$ cat config.mk
export PLATFORM = sky130hd
export DESIGN_NAME = noc_wormhole_switch
export DESIGN_NICKNAME = d
export VERILOG_FILES = /design/src/rtl/noc_wormhole_switch_pkg.sv /design/src/rtl/noc_wormhole_switch_fifo.sv /design/src/rtl/noc_wormhole_switch.sv
export SDC_FILE = /design/constraint.sdc
export NUM_CORES = 2
export LEC_CHECK = 0
export CAP_MARGIN = 30
export CORE_ASPECT_RATIO = 1.2
export CORE_UTILIZATION = 32
export CTS_CLUSTER_DIAMETER = 50
export DETAILED_ROUTE_END_ITERATION = 10
export HOLD_SLACK_MARGIN = 0.02
export PLACE_DENSITY = 0.61
export RECOVER_POWER = 100
export SETUP_SLACK_MARGIN = 0.5
export SYNTH_ARGS = -nofsm -noshare
export SYNTH_HDL_FRONTEND = slang
export SYNTH_SLANG_ARGS = --single-unit
$ cat constraint.sdc
create_clock -name clk -period 41.7 [get_ports clk]
set_input_delay 6.255 -clock clk [delete_from_list [all_inputs] [get_ports clk]]
set_output_delay 6.255 -clock clk [all_outputs]
set_load 0.02 [all_outputs]
$ cat src/rtl/noc_wormhole_switch_pkg.sv
// Shared types and helpers for the wormhole flit switch.
// Flit storage layout is {head, tail, data}; the destination sits in the low data bits.
package noc_wormhole_switch_pkg;

   localparam int DEST_LSB = 0;

   typedef enum logic [1:0] {
      ST_IDLE  = 2'd0,
      ST_FWD   = 2'd1,
      ST_DRAIN = 2'd2
   } in_state_e;

   function automatic int wrap_inc(input int v, input int n);
      return (v + 1 >= n) ? 0 : v + 1;
   endfunction

endpackage

$ cat src/rtl/noc_wormhole_switch_fifo.sv
// Per-input flit FIFO, count-based full/empty, async active-high reset.
// Push is ignored when full and pop when empty, so a pop never makes room for a same-cycle push.
module noc_wormhole_switch_fifo #(
   parameter int W     = 66,
   parameter int DEPTH = 4
) (
   input  logic         clk,
   input  logic         rst,
   input  logic         push,
   input  logic [W-1:0] din,
   input  logic         pop,
   output logic [W-1:0] dout,
   output logic         empty,
   output logic         full
);
   localparam int AW = $clog2(DEPTH);

   logic [W-1:0]  mem_q [DEPTH];
   logic [W-1:0]  mem_d [DEPTH];
   logic [AW-1:0] wr_q, wr_d, rd_q, rd_d;
   logic [AW:0]   cnt_q, cnt_d;
   logic          do_push, do_pop;

   assign empty   = (cnt_q == '0);
   assign full    = (cnt_q == (AW+1)'(DEPTH));
   assign do_push = push & ~full;
   assign do_pop  = pop & ~empty;
   assign dout    = mem_q[rd_q];

   always_comb begin
      mem_d = mem_q;
      wr_d  = wr_q;
      rd_d  = rd_q;
      if (do_push) begin
         mem_d[wr_q] = din;
         wr_d        = wr_q + AW'(1);
      end
      if (do_pop) rd_d = rd_q + AW'(1);
      cnt_d = cnt_q + (AW+1)'(do_push) - (AW+1)'(do_pop);
   end

   always_ff @(posedge clk or posedge rst) begin
      if (rst) begin
         for (int k = 0; k < DEPTH; k++) mem_q[k] <= '0;
         wr_q  <= '0;
         rd_q  <= '0;
         cnt_q <= '0;
      end else begin
         mem_q <= mem_d;
         wr_q  <= wr_d;
         rd_q  <= rd_d;
         cnt_q <= cnt_d;
      end
   end

endmodule

$ cat src/rtl/noc_wormhole_switch.sv
// N-port wormhole flit switch: per-input FIFO + FSM, per-output round-robin arbiter with packet lock.
// Output data is a combinational mux of the locked input's FIFO head.
module noc_wormhole_switch
   import noc_wormhole_switch_pkg::*;
#(
   parameter int PORTS  = 3,
   parameter int FLIT_W = 64,
   parameter int DEPTH  = 4,
   parameter int DEST_W = 3
) (
   input  logic                    clk,
   input  logic                    rst,
   input  logic [PORTS-1:0]        in_valid,
   output logic [PORTS-1:0]        in_ready,
   input  logic [PORTS-1:0]        in_head,
   input  logic [PORTS-1:0]        in_tail,
   input  logic [PORTS*FLIT_W-1:0] in_data,
   output logic [PORTS-1:0]        out_valid,
   input  logic [PORTS-1:0]        out_ready,
   output logic [PORTS-1:0]        out_head,
   output logic [PORTS-1:0]        out_tail,
   output logic [PORTS*FLIT_W-1:0] out_data,
   output logic [PORTS-1:0]        drop_pulse
);
   localparam int IW = (PORTS > 1) ? $clog2(PORTS) : 1;
   localparam int EW = FLIT_W + 2;

   logic [PORTS-1:0][EW-1:0]    fifo_dout;
   logic [PORTS-1:0]            fifo_empty, fifo_full, fifo_push, pop;
   in_state_e                   state_q [PORTS];
   in_state_e                   state_d [PORTS];
   logic [PORTS-1:0]            lock_vld_q, lock_vld_d;
   logic [PORTS-1:0][IW-1:0]    lock_own_q, lock_own_d, ptr_q, ptr_d;
   logic [PORTS-1:0][PORTS-1:0] req;  // req[output][input]

   for (genvar g = 0; g < PORTS; g++) begin : g_in
      assign in_ready[g]  = ~rst & ~fifo_full[g];
      assign fifo_push[g] = in_valid[g] & in_ready[g];

      noc_wormhole_switch_fifo #(.W(EW), .DEPTH(DEPTH)) u_fifo (
         .clk   (clk),
         .rst   (rst),
         .push  (fifo_push[g]),
         .din   ({in_head[g], in_tail[g], in_data[g*FLIT_W +: FLIT_W]}),
         .pop   (pop[g]),
         .dout  (fifo_dout[g]),
         .empty (fifo_empty[g]),
         .full  (fifo_full[g])
      );
   end

   always_comb begin
      int   idx;
      logic found;
      idx        = 0;
      found      = 1'b0;
      state_d    = state_q;
      lock_vld_d = lock_vld_q;
      lock_own_d = lock_own_q;
      ptr_d      = ptr_q;
      req        = '0;
      pop        = '0;
      drop_pulse = '0;
      out_valid  = '0;
      out_head   = '0;
      out_tail   = '0;
      out_data   = '0;

      for (int i = 0; i < PORTS; i++) begin
         if (!fifo_empty[i]) begin
            if (state_q[i] == ST_IDLE && fifo_dout[i][EW-1]) begin
               if (32'(fifo_dout[i][DEST_LSB +: DEST_W]) < PORTS) begin
                  for (int o = 0; o < PORTS; o++)
                     if (32'(fifo_dout[i][DEST_LSB +: DEST_W]) == o) req[o][i] = 1'b1;
               end else begin
                  state_d[i] = ST_DRAIN;
               end
            end else if (state_q[i] == ST_DRAIN) begin
               // Draining ignores downstream readiness entirely.
               pop[i] = 1'b1;
               if (fifo_dout[i][EW-2]) begin
                  drop_pulse[i] = 1'b1;
                  state_d[i]    = ST_IDLE;
               end
            end
         end
      end

      for (int o = 0; o < PORTS; o++) begin
         if (lock_vld_q[o]) begin
            out_valid[o] = ~fifo_empty[lock_own_q[o]];
            {out_head[o], out_tail[o], out_data[o*FLIT_W +: FLIT_W]} = fifo_dout[lock_own_q[o]];
            if (out_valid[o] && out_ready[o]) begin
               pop[lock_own_q[o]] = 1'b1;
               if (out_tail[o]) begin
                  lock_vld_d[o]              = 1'b0;
                  state_d[lock_own_q[o]]     = ST_IDLE;
               end
            end
         end else begin
            // Free output: round-robin scan starting at ptr, lock takes effect next cycle.
            idx   = int'(ptr_q[o]);
            found = 1'b0;
            for (int k = 0; k < PORTS; k++) begin
               if (!found && req[o][idx]) begin
                  found         = 1'b1;
                  lock_vld_d[o] = 1'b1;
                  lock_own_d[o] = IW'(idx);
                  ptr_d[o]      = IW'(wrap_inc(idx, PORTS));
                  state_d[idx]  = ST_FWD;
               end
               idx = wrap_inc(idx, PORTS);
            end
         end
      end
   end

   always_ff @(posedge clk or posedge rst) begin
      if (rst) begin
         for (int i = 0; i < PORTS; i++) state_q[i] <= ST_IDLE;
         lock_vld_q <= '0;
         lock_own_q <= '0;
         ptr_q      <= '0;
      end else begin
         state_q    <= state_d;
         lock_vld_q <= lock_vld_d;
         lock_own_q <= lock_own_d;
         ptr_q      <= ptr_d;
      end
   end

endmodule

Yosys cells after proc, flatten, opt, wreduce, memory -nomap -nowiden
Cells that the tools add are included.
{"block": "op_classes", "addsub": 21, "multipliers": 0, "div": 0, "magnitude_cmp": 60, "n_eq_ne": 12, "n_shift": 0, "n_mux": 252, "n_bitwise": 79, "n_reduce_logical": 51}
{"cell": "$bmux W66 S2", "count": 6}
{"cell": "$bwmux W264", "count": 3}
{"cell": "$mux W66", "count": 12}
{"cell": "$ge A32 B3 Y1 const B", "count": 15}
{"cell": "$demux W66 S2", "count": 3}
{"cell": "$lt A32 B1 Y1 const B", "count": 9}
{"cell": "$mux W64", "count": 3}
{"cell": "$mux W6", "count": 24}
{"cell": "$mux W1", "count": 114}
{"cell": "$mux W2", "count": 48}
{"cell": "$not A2 Y32", "count": 3}
{"cell": "$not A3 Y32", "count": 3}
{"cell": "$not A4 Y32", "count": 3}
{"cell": "$demux W2 S2", "count": 12}
{"cell": "$or A3 B3 Y3", "count": 12}
{"cell": "$logic_and A1 B1 Y1", "count": 30}
{"cell": "$and A3 B3 Y3", "count": 9}
{"cell": "$ge A3 B3 Y1 const B", "count": 9}
{"cell": "$mux W3", "count": 9}
{"cell": "$not A2 Y3", "count": 9}
{"cell": "$not A3 Y3", "count": 9}
{"cell": "$bmux W1 S2", "count": 12}
{"cell": "$and A6 B6 Y6", "count": 3}
{"cell": "$logic_not A3 Y1", "count": 6}
{"cell": "26 further kinds", "count": 109}
{"block": "totals", "ff_bits": 834, "latchBits": 0, "mem_bits_rw": 0, "romBits": 0, "inputBits": 206, "elab_cells": 506, "mem_count": 0}

Logic depth before layout (Yosys ltp)
{"block": "logic_depth", "ltp_word": 39, "depth_mapped": 12, "mapped_depth_nobuf": 11}

Cells and area by module
A second synthesis with hierarchy kept.
{"block": "hier_totals", "cells_unflattened": 3159, "hier_area_um2": 45082.0}
{"mod": "noc_wormhole_switch_fifo at g_in[0].u_fifo ...", "n_inst": 2, "cells_per_inst": 674, "area_each_um2": 12573.3, "seq_area_each_um2": 6781.5}
{"mod": "noc_wormhole_switch_fifo at g_in[2].u_fifo", "n_inst": 1, "cells_per_inst": 674, "area_each_um2": 12574.6, "seq_area_each_um2": 6781.5}
{"mod": "noc_wormhole_switch", "n_inst": 1, "cells_per_inst": 1137, "area_each_um2": 7360.8, "seq_area_each_um2": 525.5}

Worst setup path after synthesis
No wires, ideal clock.
{"block": "synth_path", "kind": "input -> output", "startpoint": "in rst", "endpoint": "out in_ready[0]", "arrival_time_ns": 6.617, "required_time_ns": 35.445, "path_slack_ns": 28.828, "path_stages": 1, "cell_sequence": "a21oi_1"}
{"block": "synth_via", "elab_chain_cells": 2}
{"element": "start: declaration", "line_no": "noc_wormhole_switch.sv:12", "text": "input logic rst,"}
{"element": "$not A1 Y1", "line_no": "noc_wormhole_switch.sv:37", "text": "assign in_ready[g] = ~rst & ~fifo_full[g];"}
{"element": "$and A1 B1 Y1", "line_no": "noc_wormhole_switch.sv:37"}
{"element": "end: declaration", "line_no": "noc_wormhole_switch.sv:14", "text": "output logic [PORTS-1:0] in_ready,"}
Every way passes these cells.

==> results.yml <==
run_status:
  status: "finished, violations left"
  failed_checks: "max-capacitance violations, max-slew violations"
grt:
  overflow: 0
  grt_pass1_wl_mm: 201.5
  grt_use_total_pct: 20.99
  grt_max_degree: 187
  antenna_found_initial: 28
  grt_pass1_vias: 29670
synth:
  synth_top_area_share_pct: 50.25
  synthFlopType: "dfrtp_1"
  syn_nets: 3349
  synth_cell_types: 58
  syn_inst: 3122
  ys_warn_count: 0
  ys_async_sr_fraction_pct: 100.0
  yosys_register_bits: 834
  yosysTopAreaCell: "dfrtp_1"
  ys_seq_area_share_pct: 50.25
  synth_area_um2: 41540
  synth_area_per_cell_um2: 13.30
  synth_edf_count: 0
  synth_most_common_cell: "dfrtp_1"
  synthTopCellsByCount: "834 x dfrtp_1, 792 x mux2_2, 298 x nor2_1"
  yosys-top-cells-area: "dfrtp_1 50%, mux2_2 21%, mux4_2 11%, mux2i_1 4.7%, nor2_1 2.7%"
detailed_routing:
  viasPerCell: 5.365
  dr.pass1.iters: 7
  drc_errors: 0
  wl_met2_mm: 68.65
  wl_mm: 136.9
  vias: 28120
  wl_per_cell_um: 26.11
  initialDrtViolationCount: 1781
  m1WireLength_mm: 57.35
  antenna_left: 0
  highest_layer: "met5"
  met3_length_mm: 7.224
setup_path:
  crit_required_ps: 40100
  crit_top_cell: "clkbuf_1"
  regToRegStartpoint: "lock_own_q[4]"
  start_kind: "input pin"
  cp_slowest_cell: "clkbuf_1"
  crit_path_end_kind: "asynchronous set/reset pin"
  endpoint: "g_in[0].u_fifo.mem_q[237]"
  crit_chain: "dlygate4sd3_1 -> clkinvlp_2 -> clkbuf_1 -> clkbuf_1"
  cp.arrival_ps: 19270
  cp_max_fo: 186
  ff2ff_path_depth: 6
  timing.critical_path.from: "rst"
  reg2reg_to: "state_q[4]"
  r2r_slack_ps: 35080
  cpPeakStageDelay_ps: 7040
  path_class: "input pin to asynchronous set/reset pin"
power_and_ir_drop:
  powerDensity_nw_per_um2: 90.72
  peakVddDrop_v: 0.00004749
  leakage_nw: 21.94
die:
  die_area_um2: 131300
  die_x_um: 330.9
  core_um2: 128600
  initial_core_util_pct: 32.29
  row_count: 144
  die-height_um: 396.7
  io_pins: 413
sta:
  slew_headroom_pct: -537.5
  min_period_over_period_pct: 50.04
  grt_setup_unrepaired: "no"
  final_max_slew_viol_count: 2148
  tightest_slew_ps: 9563
  skew_ps: 22.03
  final_hold_viol_count: 0
  setup_viol: 0
  min_period_ps: 20860
  finalSetupTns_ps: 0
  fmax_mhz: 47.93
cells_and_area:
  final_util_pct: 39.51
  drive_above_1_share_pct: 33.87
  final_nets: 3695
  syn_to_final_growth_pct: 22.38
clock_tree:
  cts_sinks: 834
  clockRootBuffer: "clkbuf_16"
  ctsHoldBuffers: 0
  postCtsSetupRepairBufs: 0
  cts.repair.resized: 0
  clk_pin_slew_ps: 60
  cts_tree: "built"
  htreeDepth: 3
  clockBufferDepth: 3
  cts_buffers: 106
  clkLatencyLatePin_ps: 720
placement:
  gp_congestion: 0.8547
  port-buffer-count: 412
  dp_hpwl_mm: 91.32
job:
  drv_cap: 48
min_path:
  min_path_type: "register to register"
  hp-start: "g_in[2].u_fifo.mem_q[104]"
[kinds of logic after synthesis]
| kind of cell | after synthesis | synth area share, % |
|---|---|---|
| muxes | 1187 | 36.96 |
| DFF | 834 | 50.25 |
| and+or+nand+nor | 534 | 5.705 |
| AOI/OAI and AO/OA | 280 | 3.690 |
| buffers and inverters | 251 | 2.401 |
| adders and majority gates | 21 | 0.6868 |
| xor gates and xnor gates | 15 | 0.3163 |
[area by class of cell]
cell class	instances	area (um2)
clock inverters	50	641.9
flip-flops and latches	834	20900
clock buffers	145	3010
repair buffers	463	4380
fillers	12300	77810
diodes	7	17.52
well taps	1679	2101
inverters	26	103.9
multi-input cells	2037	19680
[worst min-delay path by stage]
| stage | end | slack, ps | cells after the start |
|---|---|---|---|
| final | g_in[2].u_fifo.mem_q[104] | 500 | 1 |
| after CTS | g_in[1].u_fifo.mem_q[125] | 500 | 1 |
| after global routing | g_in[2].u_fifo.mem_q[118] | 500 | 1 |
| after detailed placement | g_in[2].u_fifo.mem_q[104] | 490 | 1 |
| after floorplan | g_in[0].u_fifo.mem_q[100] | 470 | 1 |
| after global placement | g_in[1].u_fifo.mem_q[58] | 480 | 1 |
[worst max-delay path: cells and delay by family]
| family | cells | cell delay, ps |
|---|---|---|
| buf+inv | 4 | 12730 |
[stage by stage]
step                      power (W)  hold WS, ps  cell area (um2)  setup WS, ps  cells
after global placement     0.003658        480.9            47400         27250   5034
after detailed placement   0.003705        486.8            47440         27240   5037
after CTS                  0.004674        500.0            51090         27240   5232
final                      0.004612        497.8            50830         20840   5241
after floorplan            0.002914        473.9            41540         12020   3122
after global routing       0.004885        503.8            50820         17810   5238
[cell usage in the layout (no fill, tap or decap), types with 8 or more instances in the layout]
master           synthesis  routed
buf_4                    0      17
bufinv_16                0       9
clkbuf_1               159      52
and2_0                   0      17
xnor2_1                 12      12
dlygate4sd3_1            0     183
mux2i_1                197     197
clkinv_2                 0       9
mux2_2                 792     792
inv_6                    0      11
dfrtp_1                834     827
clkdlybuf4s50_1          0     229
and2_1                  74      57
o21ai_0                 82      82
clkinvlp_4               0       8
a31oi_1                 10      10
nor2_1                 298     297
a21oi_1                153     153
nand2_1                108     108
ha_1                    18      18
clkbuf_16                0     107
inv_1                   23      22
clkbuf_8                 0      19
mux4_2                 198     198
[state kept, by name, indices dropped and copies added, names as in the netlist]
signal,count
g_in.u_fifo.cnt_q,9
g_in.u_fifo.mem_q,792
g_in.u_fifo.rd_q,6
g_in.u_fifo.wr_q,6
lock_own_q,6
lock_vld_q,3
ptr_q,6
state_q,6
[routing by layer]
layer	global-route usage (%)	up-vias
li1	-	12050
met1	27.03	14970
met2	35.83	830
met3	3.454	234
met4	6.460	24
met5	0	-
[power by group]
part	switching, W	internal, W	total, W
Clock	0.000383	0.000567	0.000950
Sequential	0.000284	0.00122	0.00150
Combinational	0.00111	0.00105	0.00216
Total	0.00178	0.00283	0.00461
(Power assumes the default switching activity.)
